### config.mk
export PLATFORM = sky130hd
export DESIGN_NAME = seg_char_buffer
export DESIGN_NICKNAME = d
export VERILOG_FILES = /design/src/rtl/seg_disp_pkg.sv /design/src/rtl/btn_repeat.sv /design/src/rtl/seg_char_buffer.sv
export SDC_FILE = /design/constraint.sdc
export NUM_CORES = 1
export LEC_CHECK = 0
export CAP_MARGIN = 20
export CORE_MARGIN = 2
export CORE_UTILIZATION = 30
export CTS_CLUSTER_SIZE = 30
export DETAILED_ROUTE_END_ITERATION = 8
export DONT_BUFFER_PORTS = 1
export SETUP_SLACK_MARGIN = 0.3
export SYNTH_ARGS = -nofsm -noshare
export SYNTH_HDL_FRONTEND = slang
export SYNTH_SLANG_ARGS = --single-unit
### constraint.sdc
create_clock -name clk -period 2.7 [get_ports clk]
set_input_delay 0.135 -clock clk [delete_from_list [all_inputs] [get_ports clk]]
set_output_delay 0.135 -clock clk [all_outputs]
set_load 0.1 [all_outputs]
### src/rtl/seg_disp_pkg.sv
`default_nettype none
// ============================================================================
// Module      : seg_disp_pkg
// Description : Shared glyph type, blank glyph constant and the count-width
//               helper for the seven-segment character buffer.
// Revision    : 1.0 - initial release
// ============================================================================
package seg_disp_pkg;

    localparam int GLYPH_W = 8;

    typedef logic [GLYPH_W-1:0] glyph_t;

    // All segments off
    localparam glyph_t BLANK_GLYPH = '0;

    // Width that holds 0..depth inclusive
    function automatic int cnt_w(input int depth);
        return $clog2(depth + 1);
    endfunction

endpackage : seg_disp_pkg
`default_nettype wire

### src/rtl/btn_repeat.sv
`default_nettype none
// ============================================================================
// Module      : btn_repeat
// Description : Converts a held button level into delete pulses: one on the
//               rising edge, then optional auto-repeat after a hold delay.
// Revision    : 1.0 - initial release
// ============================================================================
module btn_repeat #(
    parameter int REPEAT_DELAY  = 0,
    parameter int REPEAT_PERIOD = 1
) (
    input  logic clk,
    input  logic rst,
    input  logic btn,
    output logic pulse
);

    localparam int c_MAX = (REPEAT_DELAY > REPEAT_PERIOD) ? REPEAT_DELAY : REPEAT_PERIOD;
    localparam int c_HW  = $clog2(c_MAX + 2);

    logic r_btn_q;
    logic w_rise;
    logic w_auto;

    assign w_rise = btn & ~r_btn_q;
    assign pulse  = w_rise | w_auto;

    // Previous button level for edge detection
    always_ff @(posedge clk or posedge rst) begin
        if (rst) r_btn_q <= 1'b0;
        else     r_btn_q <= btn;
    end

    generate
        if (REPEAT_DELAY > 0) begin : g_repeat
            // r_hold equals the hold-cycle index until the first repeat, then
            // counts 1..REPEAT_PERIOD between repeats (r_rep set).
            logic [c_HW-1:0] r_hold;
            logic            r_rep;

            assign w_auto = btn & r_btn_q &
                            ((~r_rep & (r_hold == c_HW'(REPEAT_DELAY))) |
                             ( r_rep & (r_hold == c_HW'(REPEAT_PERIOD))));

            // Hold counter, cleared whenever the button is released
            always_ff @(posedge clk or posedge rst) begin
                if (rst) begin
                    r_hold <= '0;
                    r_rep  <= 1'b0;
                end else if (!btn) begin
                    r_hold <= '0;
                    r_rep  <= 1'b0;
                end else if (w_auto) begin
                    r_hold <= c_HW'(1);
                    r_rep  <= 1'b1;
                end else begin
                    r_hold <= r_hold + c_HW'(1);
                end
            end
        end else begin : g_no_repeat
            assign w_auto = 1'b0;
        end
    endgenerate

endmodule : btn_repeat
`default_nettype wire

### src/rtl/seg_char_buffer.sv
`default_nettype none
// ============================================================================
// Module      : seg_char_buffer
// Description : Glyph buffer for the seven-segment display. Newest glyph in
//               slot 0; supports append, backspace with repeat, and clear.
// Revision    : 1.0 - initial release
// ============================================================================
module seg_char_buffer
    import seg_disp_pkg::*;
#(
    parameter int                CHAR_W        = 8,
    parameter int                DEPTH         = 8,
    parameter logic [CHAR_W-1:0] BLANK         = CHAR_W'(BLANK_GLYPH),
    parameter int                SCROLL        = 1,
    parameter int                REPEAT_DELAY  = 0,
    parameter int                REPEAT_PERIOD = 1
) (
    input  logic                        clk,
    input  logic                        rst,
    input  logic                        push_valid,
    input  logic [CHAR_W-1:0]           push_char,
    output logic                        push_ready,
    input  logic                        bksp_btn,
    input  logic                        clr,
    output logic [DEPTH*CHAR_W-1:0]     buf_out,
    output logic [cnt_w(DEPTH)-1:0]     count,
    output logic                        full,
    output logic                        empty,
    output logic                        err
);

    localparam int               CNT_W       = cnt_w(DEPTH);
    localparam logic [CNT_W-1:0] c_DEPTH_CNT = CNT_W'(DEPTH);
    localparam logic             c_SCROLL    = (SCROLL != 0);

    localparam logic [1:0] c_OP_NONE = 2'd0;
    localparam logic [1:0] c_OP_CLR  = 2'd1;
    localparam logic [1:0] c_OP_DEL  = 2'd2;
    localparam logic [1:0] c_OP_PUSH = 2'd3;

    logic [CHAR_W-1:0] r_slot [DEPTH];
    logic              w_del;
    logic              w_full_ok;
    logic [1:0]        w_op;
    logic [CNT_W-1:0]  w_cnt_nxt;
    logic              w_err_nxt;

    btn_repeat #(
        .REPEAT_DELAY  (REPEAT_DELAY),
        .REPEAT_PERIOD (REPEAT_PERIOD)
    ) u_btn_repeat (
        .clk   (clk),
        .rst   (rst),
        .btn   (bksp_btn),
        .pulse (w_del)
    );

    assign w_full_ok  = ~full | c_SCROLL;
    assign push_ready = ~clr & ~w_del & w_full_ok;

    // Select the single operation for this cycle: clr > del > push
    always_comb begin
        w_op      = c_OP_NONE;
        w_cnt_nxt = count;
        w_err_nxt = 1'b0;
        if (clr) begin
            w_op      = c_OP_CLR;
            w_cnt_nxt = '0;
        end else if (w_del) begin
            if (!empty) begin
                w_op      = c_OP_DEL;
                w_cnt_nxt = count - CNT_W'(1);
            end else begin
                w_err_nxt = 1'b1;
            end
        end else if (push_valid) begin
            if (w_full_ok) begin
                w_op      = c_OP_PUSH;
                w_cnt_nxt = full ? count : count + CNT_W'(1);
            end else begin
                w_err_nxt = 1'b1;
            end
        end
    end

    // Glyph shift register
    always_ff @(posedge clk or posedge rst) begin
        if (rst) begin
            for (int k = 0; k < DEPTH; k++) r_slot[k] <= BLANK;
        end else begin
            case (w_op)
                c_OP_CLR: begin
                    for (int k = 0; k < DEPTH; k++) r_slot[k] <= BLANK;
                end
                c_OP_DEL: begin
                    for (int k = 0; k < DEPTH - 1; k++) r_slot[k] <= r_slot[k+1];
                    r_slot[DEPTH-1] <= BLANK;
                end
                c_OP_PUSH: begin
                    for (int k = DEPTH - 1; k > 0; k--) r_slot[k] <= r_slot[k-1];
                    r_slot[0] <= push_char;
                end
                default: ;
            endcase
        end
    end

    // Count and status flags, registered from the next count
    always_ff @(posedge clk or posedge rst) begin
        if (rst) begin
            count <= '0;
            full  <= 1'b0;
            empty <= 1'b1;
            err   <= 1'b0;
        end else begin
            count <= w_cnt_nxt;
            full  <= (w_cnt_nxt == c_DEPTH_CNT);
            empty <= (w_cnt_nxt == '0);
            err   <= w_err_nxt;
        end
    end

    generate
        for (genvar k = 0; k < DEPTH; k++) begin : g_out
            assign buf_out[k*CHAR_W +: CHAR_W] = r_slot[k];
        end
    endgenerate

endmodule : seg_char_buffer
`default_nettype wire

==> impl_metrics.py <==
metrics = {
    "grt": {
        "grt_use_total_pct": 13.3,
        "grt_pass1_vias": 2067,
        "grt_overflow": 0,
        "grt_pass1_wl_um": 11600,
        "antenna_found_initial": 0,
        "grt_start_max_net_pins": 65,
    },
    "drt": {
        "postRouteAntennaNets": 0,
        "routed_wl_um": 7330,
        "avgViaCountPerCell": 5.46,
        "num_vias": 2189,
        "drcViolationCount": 0,
        "drt_pass1_iterations": 8,
        "drtIter0Drc": 321,
        "post_drt_wl_per_cell_um": 18.3,
    },
    "synthesis": {
        "synth_cells": 246,
        "yosysWarnings": 0,
        "async_flop_share_pct": 100,
        "synthesis.area_um2": 3090,
        "seq_area_frac_synth_pct": 58.3,
        "synth_cell_types": 34,
        "synthFlopType": "dfrtp_1",
        "ys_ff_latch": 72,
        "synth_area_per_cell_um2": 12.6,
        "synth_top_area_cell": "dfrtp_1",
        "syn_nets": 261,
        "synth_edf_count": 0,
        "synth_top_cell_area_share_pct": 57.4,
        "synth_area_leaders": "dfrtp_1 57%, a222oi_1 18%, inv_1 7.2%, buf_6 3.6%, a22o_1 2.3%",
    },
    "floorplanning": {
        "die_x_um": 106,
        "chipHeight_um": 106,
        "start_util_pct": 30.4,
        "row_count": 37,
        "pin_count": 85,
        "dieArea_um2": 11100,
        "fp.coreArea_um2": 10200,
    },
    "flow_run": {
        "max-cap-violations": 0,
    },
    "power_and_ir_drop": {
        "pwr-share-seq_pct": 47.7,
        "power_density_nw_per_um2": 731,
        "p_leak_nw": 1.97,
        "p_clk_share_pct": 40.2,
        "peakVddDrop_mv": 0.276,
        "internal-power_mw": 1.82,
        "p_switching_mw": 0.776,
        "swShare_pct": 29.8,
        "p_comb_share_pct": 12.2,
    },
    "hold_path": {
        "hold_class": "in2reg",
        "hold_depth": 2,
    },
    "worst_setup_path": {
        "r2r_slack_ps": 780,
        "cp-endpoint": "buf_out[33]",
        "startpoint": "empty",
        "end_kind": "flip-flop",
        "cp.required_ps": 2920,
        "setup.worst_path.start_class": "flip-flop",
        "reg2reg_depth": 5,
        "crit_arrival_ps": 2130,
        "critPathMaxFanout": 56,
        "r2r_end": "buf_out[33]",
        "reg2reg_from": "empty",
        "critical_path_class": "reg2reg",
    },
    "timing": {
        "hold_viol": 0,
        "final.min_clock_period_ps": 1920,
        "slew_viol_final": 0,
        "skew_ps": 5.84,
        "setup_viol": 0,
        "layout_setup_ws_ps": 783,
        "fmax_ghz": 0.522,
        "worst_pin_slew_ps": 1040,
        "tns_ps": 0,
        "min_period_over_period_pct": 71.0,
        "relSlewSlack_pct": 31.0,
        "rsz0062_at_grt": "no",
    },
    "cells_and_area": {
        "fill_cells": 1035,
        "drive_above_1_share_pct": 14.7,
        "final_nets": 275,
        "stdcell_area_um2": 3560,
        "syn2layout_area_growth_pct": 14.9,
        "antenna_cells": 0,
    },
    "clocking": {
        "post_cts_resized": 0,
        "cts.sinks": 72,
        "cts_setup_buffers": 0,
        "tritoncts": "yes",
        "cts_root_buf": "clkbuf_8",
        "h-tree-depth": 3,
        "clockBufferDepth": 2,
        "numCtsBuffers": 9,
        "clk_latency_ps": 340,
        "path_clk_slew_ps": 80,
    },
    "status": {
        "outcome": "finished, final reports clean",
    },
    "place": {
        "place_ws_ps": 735,
        "dp_hpwl_um": 4480,
        "placed_area_um2": 3180,
        "gp_congestion": 0.742,
        "io_buffer_count": 0,
    },
}
## synthesized netlist by cell type, types with 2 or more instances
cell / number
buf_2: 8
a22o_1: 8
ha_1: 2
nor2_1: 3
buf_6: 10
inv_1: 59
a222oi_1: 56
nor3_1: 4
dfrtp_1: 71
## sequential cells by signal, indices dropped and copies added, names as in the netlist
signal	count
err	1
empty	1
buf_out	64
u_btn_repeat.r_btn_q	1
count	4
full	1
## critical path, cell delays in order (launching register included)
cell      delay, ps
dfstp_2         560
buf_4           310
nor3_2           80
buf_4           320
a222oi_1        420
inv_1            90
## layout by cell type (no fill, tap or decap), types with 2 or more instances in the layout
master,instances
a22o_1,8
a222oi_1,56
inv_1,58
clkbuf_8,10
ha_1,2
nor2_1,3
dfrtp_1,71
nor3_1,3
bufinv_16,3
buf_4,11
clkinv_2,2
dlygate4sd3_1,11
## power by group through the flow
stage | clock network, mW | logic [mW] | registers [mW]
final | 1.05 | 0.316 | 1.24
after CTS | 1.09 | 0.314 | 1.24
after detailed placement | 0 | 0.298 | 1.26
after global routing | 1.14 | 0.340 | 1.24
after global placement | 0 | 0.295 | 1.26
after floorplan | 0 | 0.160 | 1.36
## per-stage QoR
step | cells | power, mW | utilization [%] | hold WS (ps)
floorplan | 246 | 1.52 | - | 166
global placement | 373 | 1.55 | 31.2 | 50.4
detailed placement | 373 | 1.56 | 31.2 | 57.5
CTS | 400 | 2.64 | 34.7 | 26.5
global route | 401 | 2.72 | 34.9 | 37.2
finish | 401 | 2.60 | 34.9 | 42.7
## area by class of cell
type                       instances  area [um^2]  area share [%]
inverter                          59          223            6.26
tap                              136          170            4.79
sequential                        72         1800            50.7
timing repair buffer              23          213            5.98
clock inverter                     5          104            2.92
clock buffer                      11          141            3.98
multi-input combinational         95          902            25.4
## worst min path at each step
stage / startpoint / to / slack, ps
after global placement: rst / buf_out[36] / 50
after floorplan: bksp_btn / u_btn_repeat.r_btn_q / 170
after CTS: clr / full / 30
after detailed placement: rst / buf_out[44] / 60
final: clr / full / 40
after global routing: clr / full / 40
## routing by layer
layer  vias to the layer above  part of all wire [%]  GRT usage, %
met5                         -                     0             0
met4                         0                   1.4          5.36
met3                         9                   9.6          5.19
met2                       104                    46          19.3
met1                      1107                    43          17.6
li1                        969                     -             -
## cell families (layout without fill, tap and decap cells)
| family | count (synthesis) | in the layout | synth area share (%) |
|---|---|---|---|
| simple gates | 20 | 20 | 5.05 |
| xor+xnor | 2 | 2 | 0.566 |
| flops | 72 | 72 | 58.3 |
| buf+inv | 79 | 98 | 12.8 |
| compound gates | 71 | 71 | 22.5 |
| fa+ha+maj | 2 | 2 | 0.809 |
## what timing repair did
item	CTS	global route
setup endpoints to repair	0	0
hold buffers	11	0
hold endpoints to repair	39	0
(Power assumes the default switching activity.)
